$ cat src/rtl/imem_pkg.sv
// Shared types for the instruction-memory arbiter: boot/run state, port identity
// and the one-cycle response record that travels alongside the memory read.
package imem_pkg;

    typedef enum logic {BOOT, RUN} imem_state_e;

    typedef enum logic {PORT_IF, PORT_LD} imem_port_e;

    typedef struct packed {
        logic       valid;
        imem_port_e owner;
        logic       err;
        logic       is_write;
    } imem_resp_t;

    localparam imem_resp_t RESP_IDLE = '{valid: 1'b0, owner: PORT_IF, err: 1'b0, is_write: 1'b0};

endpackage

$ cat src/rtl/imem_rr_arb2.sv
// Two-way round-robin grant between fetch and loader. While boot_mask is set
// only the loader may win; last_grant remembers the most recent winner.
module imem_rr_arb2
    import imem_pkg::*;
(
    input  logic clk,
    input  logic rst,
    input  logic req_if,
    input  logic req_ld,
    input  logic boot_mask,
    output logic gnt_if,
    output logic gnt_ld
);

    imem_port_e last_q;

    always_comb begin
        // NOTE: every output is given a default first so no path through this block infers a latch.
        gnt_if = 1'b0;
        gnt_ld = 1'b0;
        // A request arriving together with reset is discarded, never granted.
        if (!rst) begin
            if (boot_mask) begin
                gnt_ld = req_ld;
            end else if (req_if && req_ld) begin
                gnt_if = (last_q == PORT_LD);
                gnt_ld = (last_q == PORT_IF);
            end else begin
                gnt_if = req_if;
                gnt_ld = req_ld;
            end
        end
    end

    always_ff @(posedge clk) begin
        // NOTE: non-blocking assignments make every register update from pre-edge values.
        if (rst) begin
            last_q <= PORT_LD;
        end else if (gnt_if) begin
            last_q <= PORT_IF;
        end else if (gnt_ld) begin
            last_q <= PORT_LD;
        end
    end

endmodule

$ cat src/rtl/imem_arbiter.sv
// Shares a single-port, 1-cycle-latency instruction memory between fetch (IF)
// and the loader (LD), holding fetch off until the boot image is loaded.
module imem_arbiter
    import imem_pkg::*;
#(
    parameter int REG_SIZE       = 32,
    parameter int MEM_SIZE_IN_KB = 1,
    parameter int NO_OF_REGS     = MEM_SIZE_IN_KB * 1024 / 4,
    parameter int ADDR_W         = $clog2(NO_OF_REGS),
    parameter bit BOOT_HOLD      = 1'b1
) (
    input  logic                clk,
    input  logic                rst,
    input  logic                if_req_i,
    input  logic [REG_SIZE-1:0] if_addr_i,
    output logic                if_gnt_o,
    output logic                if_rvalid_o,
    output logic [REG_SIZE-1:0] if_rdata_o,
    output logic                if_err_o,
    input  logic                ld_req_i,
    input  logic                ld_we_i,
    input  logic [3:0]          ld_be_i,
    input  logic [REG_SIZE-1:0] ld_addr_i,
    input  logic [REG_SIZE-1:0] ld_wdata_i,
    output logic                ld_gnt_o,
    output logic                ld_rvalid_o,
    output logic [REG_SIZE-1:0] ld_rdata_o,
    output logic                ld_err_o,
    input  logic                boot_done_i,
    output logic                booting_o,
    output logic                mem_en_o,
    output logic                mem_we_o,
    output logic [3:0]          mem_be_o,
    output logic [ADDR_W-1:0]   mem_addr_o,
    output logic [REG_SIZE-1:0] mem_wdata_o,
    input  logic [REG_SIZE-1:0] mem_rdata_i
);

    localparam logic [REG_SIZE-3:0] WORD_LIMIT = (REG_SIZE - 2)'(NO_OF_REGS);

    imem_state_e         state_q, state_d;
    imem_resp_t          resp_q, resp_d;
    logic                gnt_any;
    logic [REG_SIZE-1:0] sel_addr;
    logic                addr_err;
    logic                rdata_ok;

    always_comb begin
        state_d = state_q;
        if (state_q == BOOT && boot_done_i) begin
            state_d = RUN;
        end
    end

    always_ff @(posedge clk) begin
        if (rst) begin
            state_q <= BOOT_HOLD ? BOOT : RUN;
        end else begin
            state_q <= state_d;
        end
    end

    assign booting_o = (state_q == BOOT);

    imem_rr_arb2 u_arb (
        .clk       (clk),
        .rst       (rst),
        .req_if    (if_req_i),
        .req_ld    (ld_req_i),
        .boot_mask (booting_o),
        .gnt_if    (if_gnt_o),
        .gnt_ld    (ld_gnt_o)
    );

    assign gnt_any  = if_gnt_o | ld_gnt_o;
    assign sel_addr = ld_gnt_o ? ld_addr_i : if_addr_i;
    // Misaligned or past-the-end requests are acknowledged with an error and never reach memory.
    assign addr_err = (sel_addr[1:0] != 2'b00) || (sel_addr[REG_SIZE-1:2] >= WORD_LIMIT);

    always_comb begin
        mem_en_o    = 1'b0;
        mem_we_o    = 1'b0;
        mem_be_o    = 4'b0000;
        mem_addr_o  = '0;
        mem_wdata_o = '0;
        if (gnt_any && !addr_err) begin
            mem_en_o   = 1'b1;
            mem_addr_o = sel_addr[ADDR_W+1:2];
            if (ld_gnt_o) begin
                mem_we_o    = ld_we_i;
                mem_be_o    = ld_be_i;
                mem_wdata_o = ld_wdata_i;
            end else begin
                mem_be_o = 4'b1111;
            end
        end
    end

    always_comb begin
        resp_d = RESP_IDLE;
        if (gnt_any) begin
            resp_d.valid    = 1'b1;
            resp_d.owner    = ld_gnt_o ? PORT_LD : PORT_IF;
            resp_d.err      = addr_err;
            resp_d.is_write = ld_gnt_o & ld_we_i;
        end
    end

    always_ff @(posedge clk) begin
        if (rst) begin
            resp_q <= RESP_IDLE;
        end else begin
            resp_q <= resp_d;
        end
    end

    // Read data is forwarded only for a successful read; writes and errors return zero.
    assign rdata_ok    = resp_q.valid && !resp_q.err && !resp_q.is_write;
    assign if_rvalid_o = resp_q.valid && (resp_q.owner == PORT_IF);
    assign ld_rvalid_o = resp_q.valid && (resp_q.owner == PORT_LD);
    assign if_err_o    = if_rvalid_o && resp_q.err;
    assign ld_err_o    = ld_rvalid_o && resp_q.err;
    assign if_rdata_o  = (if_rvalid_o && rdata_ok) ? mem_rdata_i : '0;
    assign ld_rdata_o  = (ld_rvalid_o && rdata_ok) ? mem_rdata_i : '0;

endmodule
$ cat config.mk
export PLATFORM = sky130hd
export DESIGN_NAME = imem_arbiter
export DESIGN_NICKNAME = d
export VERILOG_FILES = /design/src/rtl/imem_pkg.sv /design/src/rtl/imem_rr_arb2.sv /design/src/rtl/imem_arbiter.sv
export SDC_FILE = /design/constraint.sdc
export NUM_CORES = 1
export LEC_CHECK = 0
export CAP_MARGIN = 20
export CELL_PAD_IN_SITES_DETAIL_PLACEMENT = 0
export CELL_PAD_IN_SITES_GLOBAL_PLACEMENT = 2
export CORE_MARGIN = 5
export CORE_UTILIZATION = 10
export CTS_CLUSTER_DIAMETER = 30
export DETAILED_ROUTE_END_ITERATION = 8
export GPL_ROUTABILITY_DRIVEN = 0
export HOLD_SLACK_MARGIN = 0.06
export PLACE_DENSITY_LB_ADDON = 0.1
export SLEW_MARGIN = 5
export SYNTH_ARGS = -nofsm -noshare
export SYNTH_HDL_FRONTEND = slang
export SYNTH_SLANG_ARGS = --single-unit
export TNS_END_PERCENT = 1
$ cat constraint.sdc
create_clock -name clk -period 4 [get_ports clk]
set_input_delay 1.2 -clock clk [delete_from_list [all_inputs] [get_ports clk]]
set_output_delay 1.2 -clock clk [all_outputs]
set_load 0.005 [all_outputs]
# After elaboration in Yosys (flattened, before gate mapping)
# Index checks and enable logic that the tools add are counted.
totals:
  inputBits: 138
  output_inout_bits: 117
  regBits: 6
  wordCells: 52
op_classes:
  magnitude_cmp: 1
  n_mux: 21
  n_reduce_logical: 18
  bitwise: 6
op_table:
  columns: ["cell", "count"]
  rows:
  - ["32-bit 2-to-1 mux", 5]
  - ["30-bit by 9-bit >= comparator with 1-bit output, second input constant", 1]
  - ["1-bit 2-to-1 mux", 12]
  - ["4-bit 2-to-1 mux", 3]
  - ["1-bit logical AND", 11]
  - ["8-bit 2-to-1 mux", 1]
  - ["1-bit NOT", 4]
  - ["2-bit nonzero test", 2]
  - ["1-bit zero test", 3]
  - ["2-bit OR reduction", 1]
  - ["1-bit AND", 1]
  - ["1-bit logical OR", 1]
  - ["1-bit OR", 1]

# Depth between registers and ports, before layout
# Gate-level depths: netlist (run 1).
depth:
  depth_word: 10
  ltp_mapped: 6
  ltp_nobuf: 5

# Modules after synthesis
# Synthesis (run 1) repeated with hierarchy kept, for this count alone.
hier_totals:
  hier_cells: 206
  area_unflattened_um2: 1336.3
by_module_without_submodules:
  columns: ["module", "cells_each", "seq_area_each_um2", "area_per_inst_um2", "instances"]
  rows:
  - ["imem_arbiter", 199, 100.1, 1262.5, 1]
  - ["imem_rr_arb2", 7, 20.0, 73.8, 1]

# Least setup slack after synthesis (run 1)
# Ideal clock, no wire load.
synth_path:
  kind: "in2out"
  startpoint: "in ld_addr_i[10]"
  endpoint: "out mem_addr_o[2]"
  arrival_time_ps: 2636
  cell_stages: 6
  setup_slack_ps: 164
  n_path_buf: 2
  path_cell_list: "or4_4 > nor4_4 > o2bb2a_4 > buf_6 > buf_12 > nor3_2"
synth_via:
  elab_chain_len: 6
synth_rtl:
  columns: ["item", "line", "text"]
  rows:
  - ["start, declared", "imem_arbiter.sv:23", "input logic [REG_SIZE-1:0] ld_addr_i,"]
  - ["32-bit 2-to-1 mux", "imem_arbiter.sv:76", "assign sel_addr = ld_gnt_o ? ld_addr_i : if_addr_i;"]
  - ["30-bit by 9-bit >= comparator with 1-bit output", "imem_arbiter.sv:78", "assign addr_err = (sel_addr[1:0] != 2'b00) || (sel_addr[REG_SIZE-1:2] >= WORD_LIMIT);"]
  - ["1-bit logical OR", "imem_arbiter.sv:78", null]
  - ["1-bit zero test", "imem_arbiter.sv:86", "if (gnt_any && !addr_err) begin"]
  - ["1-bit logical AND", "imem_arbiter.sv:86", null]
  - ["8-bit 2-to-1 mux", "imem_arbiter.sv:86", null]
  - ["end, declared", "imem_arbiter.sv:34", "output logic [ADDR_W-1:0] mem_addr_o,"]
# No other way between the ends.

# Worst setup path in the final report (run 1)
layout_path:
  startpoint: "in ld_addr_i[24]"
  endpoint: "out mem_we_o"
layout_via:
  elab_chain_len: 6
layout_rtl:
  columns: ["item", "line", "text"]
  rows:
  - ["32-bit 2-to-1 mux", "imem_arbiter.sv:76", null]
  - ["30-bit by 9-bit >= comparator with 1-bit output", "imem_arbiter.sv:78", null]
  - ["1-bit logical OR", "imem_arbiter.sv:78", null]
  - ["1-bit zero test", "imem_arbiter.sv:86", null]
  - ["1-bit logical AND", "imem_arbiter.sv:86", null]
  - ["1-bit 2-to-1 mux", "imem_arbiter.sv:86", null]
  - ["end, declared", "imem_arbiter.sv:32", "output logic mem_we_o,"]
# No other way between the ends.

==> impl_metrics.json, run 1 <==
{
  "hold_violations": 0,
  "tightestPinTransition_ns": 0.406,
  "clk_pin_slew_ns": 0.03,
  "fp.dieArea_mm2": 0.0154,
  "hold_ws_ns": 0.522,
  "yosysMostFrequentCell": "and2_1",
  "crit_type": "input pin to output port",
  "routed_via_density": 3.72,
  "muxShareOfSynthArea_pct": 6.15,
  "route.detailed.wl_per_inst_um": 14.5,
  "r2r-start": "u_arb.last_q",
  "fmax_mhz": 244,
  "cts_buffer_depth": 2,
  "fin_nets": 592,
  "synth-async-reset-ratio_pct": 0,
  "final_cell_count_no_fill": 624,
  "hold_start": "state_q",
  "finalCriticalPeriod_ns": 4.10,
  "pwr_density_cell_mw_per_mm2": 112,
  "fin_crit_sh_pct": 102,
  "grt_max_degree": 33,
  "synth_area_mm2": 0.00130,
  "ys_warn_count": 0,
  "antennaDiodeCount": 0,
  "cts_tree": "yes",
  "irDropWorstVdd_uv": 87.3,
  "synth_xor_area_share_pct": 0,
  "initial_utilization_pct": 10.3,
  "port_buffers": 254,
  "r2r-end": "resp_q[1]",
  "drt_first_pass_iters": 4,
  "synth-edff-count": 0,
  "fin_tns_setup_ns": -0.559,
  "fin_worst_skew_ns": 0.00146,
  "drt_iter0_drc": 38,
  "synth-main-ff-cell": "dfxtp_1",
  "min_path_type": "flip-flop to flip-flop",
  "core_area_mm2": 0.0127,
  "drv_cap": 0,
  "numClockSinks": 6,
  "cpMostUsedCell": "buf_6",
  "synthAdderAreaFrac_pct": 0,
  "synth_top_family_by_area": "simple AND/OR/NAND/NOR gates",
  "rsz0062_at_grt": "yes",
  "critPathMaxFanout": 7,
  "yosys-top-cells-area": "and2_1, and3_1, dfxtp_1",
  "layout_setup_ws_ns": -0.0968,
  "reg2regPathDepth": 8,
  "critPathRequiredTime_ns": 2.80,
  "status": "complete, but fails checks",
  "layout-drive-gt1-share_pct": 24.1,
  "relSlewSlack_pct": 72.8,
  "grt_pass1_vias": 2329,
  "grt_pass1_wl_mm": 12.5,
  "p_sw_uw": 103,
  "groute.usage.overall_pct": 10.3,
  "startpoint_type": "input pin",
  "rrSetupSlack_ns": 2.27,
  "synth_top_cell_by_area": "and2_1",
  "failed_checks": "negative setup slack",
  "antenna_found_initial": 0,
  "yosys.area_share.simple_pct": 73.0,
  "dpl.cell_count": 609,
  "cp-end-kind": "output port",
  "ant_nets": 0,
  "p_sw_share_pct": 21.5,
  "die_y_um": 124,
  "arrival_ns": 2.90,
  "root_buffer": "clkbuf_16",
  "fin_util_pct": 33.7,
  "synth-seq-cells": 6,
  "num_rows": 41,
  "power_frac_clock_pct": 33.6,
  "synth-compound-area-share_pct": 3.46,
  "hold_path_end": "state_q",
  "top_level_ports": 255,
  "yosysSeqAreaShare_pct": 9.23,
  "clk_latency_ns": 0.23,
  "routed-via-count": 2319,
  "grt_overflow": 0,
  "area_growth_pct": 228,
  "power_frac_seq_pct": 14.1,
  "path_cells": "clkbuf_2 -> or4_4 -> nor4_4 -> buf_4 -> buf_6 -> buf_6 -> o2bb2a_4 -> nor3_2 -> buf_2",
  "holdPathStages": 2,
  "avgSynthCellArea_um2": 7.00,
  "max_stage_delay_ns": 0.55,
  "netlist.area_leader.share_pct": 31.7,
  "cts_hold_buf": 0,
  "yosys-top-cells-count": "and2_1, and3_1, clkbuf_1",
  "power_frac_comb_pct": 52.3,
  "finalSetupViolCount": 13,
  "maxSlewViolCount": 0,
  "slowest_stage": "or4_4",
  "synth_cells": 186,
  "drc": 0,
  "wl_mm": 9.04,
  "syn_nets": 324,
  "htree_levels": 1,
  "cts_buffers": 3,
  "die_w_um": 124,
  "yosysUniqueCellTypes": 29,
  "leakage_nw": 1.89,
  "dp_hpwl_mm": 7.62,
  "p_int_uw": 375
}
==> worst max-delay path, delay by kind of cell <==
kind / cells / cell delay [ns]
buf+inv: 5 / 0.57
compound gates: 1 / 0.19
simple gates: 3 / 0.94
==> cell type report <==
cell class	instances	area, um2
Fill cell	1388	8400
Timing Repair Buffer	279	2660
Multi-Input combinational cell	159	1180
Tap cell	172	215
Sequential cell	6	120
Clock buffer	3	75.1
Inverter	5	18.8
==> layout by cell type, fill, tap and decap left out, drive strengths merged, types with 8 or more instances in the layout <==
cell type and n:
and2 67, and3 34, buf 53, clkbuf 9
clkdlybuf4s15 16, clkdlybuf4s50 196, mux2i 8, nor2 9
nor3 14, nor4 11
==> per-stage QoR <==
step                power (mW)  cell area [um2]  worst slack, ns
floorplan                0.117             1300            0.164
global placement         0.318             4110           -0.662
detailed placement       0.319             4110           -0.687
CTS                      0.484             4180           -0.435
global route             0.508             4270           -0.185
finish                   0.478             4270          -0.0968
==> what timing repair did <==
item,CTS,global route
setup endpoints to repair,47,46
pin swaps,13,14
buffers inserted,6,6
cloned,2,0
gates resized for setup,173,37
==> state kept, by name (all words and copies together) (netlist names) <==
signal / flops
resp_q: 4
u_arb.last_q: 1
state_q: 1
==> routing by layer <==
metal	vias to the layer above	share of wire [%]	track usage, %
met5	-	0	0
met4	0	0.80	1.64
met3	6	11	2.68
met2	124	55	21.3
met1	1016	33	10.3
li1	1173	-	-
==> worst max path at each step <==
stage | endpoint | slack, ns | cells after the start | start
global route | mem_we_o | -0.19 | 9 | ld_addr_i[24]
global placement | mem_addr_o[0] | -0.66 | 6 | ld_addr_i[10]
CTS | mem_addr_o[7] | -0.44 | 8 | ld_addr_i[23]
detailed placement | mem_be_o[3] | -0.69 | 6 | ld_addr_i[10]
finish | mem_we_o | -0.1 | 9 | ld_addr_i[24]
floorplan | mem_addr_o[2] | 0.16 | 6 | ld_addr_i[10]
==> power groups by stage <==
stage | sequential, mW | combinational, mW | clock [mW]
after floorplan | 0.0670 | 0.0496 | 0
after global placement | 0.0682 | 0.250 | 0
after detailed placement | 0.0682 | 0.250 | 0
after CTS | 0.0673 | 0.251 | 0.165
after global routing | 0.0679 | 0.270 | 0.170
final | 0.0674 | 0.250 | 0.160
==> kinds of logic (layout without fill, tap and decap cells) <==
kind of cell | after synthesis | in the layout
simple gates | 146 | 146
buf+inv | 22 | 287
mux | 8 | 8
flops | 6 | 6
compound gates | 4 | 5
Note: power is estimated with default switching activity, not from simulation.
==> run 2: changes to the inputs <==
--- a/config.mk
+++ b/config.mk
@@ -14,8 +14,8 @@
 export DETAILED_ROUTE_END_ITERATION = 8
 export GPL_ROUTABILITY_DRIVEN = 0
 export HOLD_SLACK_MARGIN = 0.06
-export PLACE_DENSITY_LB_ADDON = 0.1
-export SLEW_MARGIN = 5
+export PLACE_DENSITY = 0.95
+export SLEW_MARGIN = 20
 export SYNTH_ARGS = -nofsm -noshare
 export SYNTH_HDL_FRONTEND = slang
 export SYNTH_SLANG_ARGS = --single-unit
==> constraint.sdc (replaced) <==
create_clock -name clk -period 5.3 [get_ports clk]
set_input_delay 1.59 -clock clk [delete_from_list [all_inputs] [get_ports clk]]
set_output_delay 1.59 -clock clk [all_outputs]
set_load 0.005 [all_outputs]
==> impl_metrics.json, run 2 (synthesis gave the netlist of run 1 again) <==
{
  "groute.usage.overall_pct": 10.1,
  "startpoint_type": "input pin",
  "finalPower_uw": 360,
  "finalSetupViolCount": 0,
  "layout_commonest_cell": "clkdlybuf4s50_1",
  "layout_common_cells": "clkdlybuf4s50_1, and2_1, and3_1, dlygate4sd2_1, dlymetal6s2s_1",
  "drv_cap": 0,
  "fin_worst_skew_ns": 0.00467,
  "port_buffers": 254,
  "leakage_nw": 2.20,
  "fin_nets": 585,
  "hold_violations": 0,
  "fin_crit_sh_pct": 98.6,
  "irDropWorstVdd_uv": 63.8,
  "clk_latency_ns": 0.23,
  "num_rows": 41,
  "top_register": "resp_q",
  "grt_pass1_wl_mm": 12.4,
  "arrival_ns": 3.64,
  "p_sw_share_pct": 21.4,
  "core_area_mm2": 0.0127,
  "drt_iter0_drc": 32,
  "clk_pin_slew_ns": 0.04,
  "cp-end-kind": "output port",
  "tightestPinTransition_ns": 0.632,
  "top_level_ports": 255,
  "rsz0062_at_grt": "yes",
  "cts_tree": "yes",
  "fp.dieArea_mm2": 0.0154,
  "p_sw_uw": 77.0,
  "min_path_type": "flip-flop to flip-flop",
  "largest_reg_flops": 4,
  "drc": 0,
  "dpl.cell_count": 608,
  "power_frac_clock_pct": 34.0,
  "die_w_um": 124,
  "crit_type": "input pin to output port",
  "maxSlewViolCount": 0,
  "path_buf_inv": 4,
  "largest_registers": "resp_q (4), state_q (1), u_arb.last_q (1)",
  "initial_utilization_pct": 10.3,
  "path_cells": "clkdlybuf4s50_1 -> or4_4 -> nor4_4 -> buf_6 -> buf_4 -> o2bb2a_4 -> nor3_2 -> dlygate4sd2_1",
  "power_frac_seq_pct": 14.1,
  "root_buffer": "clkbuf_16",
  "slowest_stage": "or4_4",
  "htree_levels": 1,
  "finalCriticalPeriod_ns": 5.23,
  "cp_top_family": "buffers and inverters",
  "area_growth_pct": 227,
  "grt_max_degree": 28,
  "max_stage_delay_ns": 0.54,
  "relSlewSlack_pct": 57.7,
  "numClockSinks": 6,
  "final_cell_count_no_fill": 617,
  "drt_first_pass_iters": 4,
  "cts_buffer_depth": 2,
  "critPathMaxFanout": 7,
  "p_int_uw": 283,
  "fin_util_pct": 33.6,
  "antennaDiodeCount": 0,
  "fin_tns_setup_ns": 0,
  "power_frac_comb_pct": 51.8,
  "critPathRequiredTime_ns": 3.71,
  "ant_nets": 0,
  "pwr_density_cell_mw_per_mm2": 84.6,
  "routed-via-count": 2356,
  "cts_buffers": 3,
  "routed_via_density": 3.82,
  "grt_pass1_vias": 2460,
  "grt_overflow": 0,
  "status": "finished clean",
  "antenna_found_initial": 0,
  "dp_hpwl_mm": 7.66,
  "route.detailed.wl_per_inst_um": 14.4,
  "wl_mm": 8.87,
  "die_y_um": 124,
  "n_fill_cell": 1336,
  "fmax_mhz": 191,
  "layout-drive-gt1-share_pct": 10.8
}
-- run 2: metrics by stage --
step / instance area [um2] / setup slack [ns] / hold slack, ns
4_1_cts: 4190 / -0.221 / 0.533
6_report: 4260 / 0.0721 / 0.523
5_1_grt: 4260 / -0.00856 / 0.549
2_1_floorplan: 1300 / 0.684 / 0.472
3_5_place_dp: 4090 / -0.275 / 0.528
3_3_place_gp: 4090 / -0.263 / 0.514
-- run 2: what timing repair did --
item | CTS | global route
hold buffers | 0 | 0
resized for setup | 27 | 35
endpoints found under the setup margin | 35 | 29
gates cloned | 1 | 0
setup buffers | 4 | 1
pin swaps | 1 | 0
-- run 2: cell type report --
type | count | area, um2 | area share [%]
Tap cell | 172 | 215 | 5.06
Inverter | 5 | 18.8 | 0.441
Sequential cell | 6 | 120 | 2.82
Clock buffer | 3 | 75.1 | 1.76
Timing Repair Buffer | 272 | 2710 | 63.7
Multi-Input combinational cell | 159 | 1110 | 26.2
-- run 2: final timing paths --
kind | startpoint | to | slack, ns | cells after the start
worst max register to register | u_arb.last_q | resp_q[1] | 3.61 | 6
worst max-delay path | ld_addr_i[10] | mem_we_o | 0.07 | 8
worst min register to register | state_q | state_q | 0.52 | 2
worst min-delay path | state_q | state_q | 0.52 | 2
-- run 2: worst reg2reg max path, cell delays in order (launching register included) --
cell and delay [ns]:
dfxtp_1 0.31, and3_2 0.26, nor4_4 0.33, buf_6 0.17, buf_4 0.12, o2bb2a_4 0.20, and2_2 0.19
-- run 2: power groups by stage --
stage               logic (mW)  clock network, mW  registers, mW
floorplan               0.0374                  0         0.0505
global placement         0.187                  0         0.0514
detailed placement       0.189                  0         0.0517
CTS                      0.190              0.128         0.0509
global route             0.201              0.130         0.0514
finish                   0.187              0.122         0.0509
-- run 2: routing by layer --
metal  vias to the layer above  track usage [%]  routed length [um]
li1                       1161                -                   -
met1                      1037             10.7                3050
met2                       156             20.2                4730
met3                         2             2.27                1060
met4                         0             2.05                  35
met5                         -                0                   0
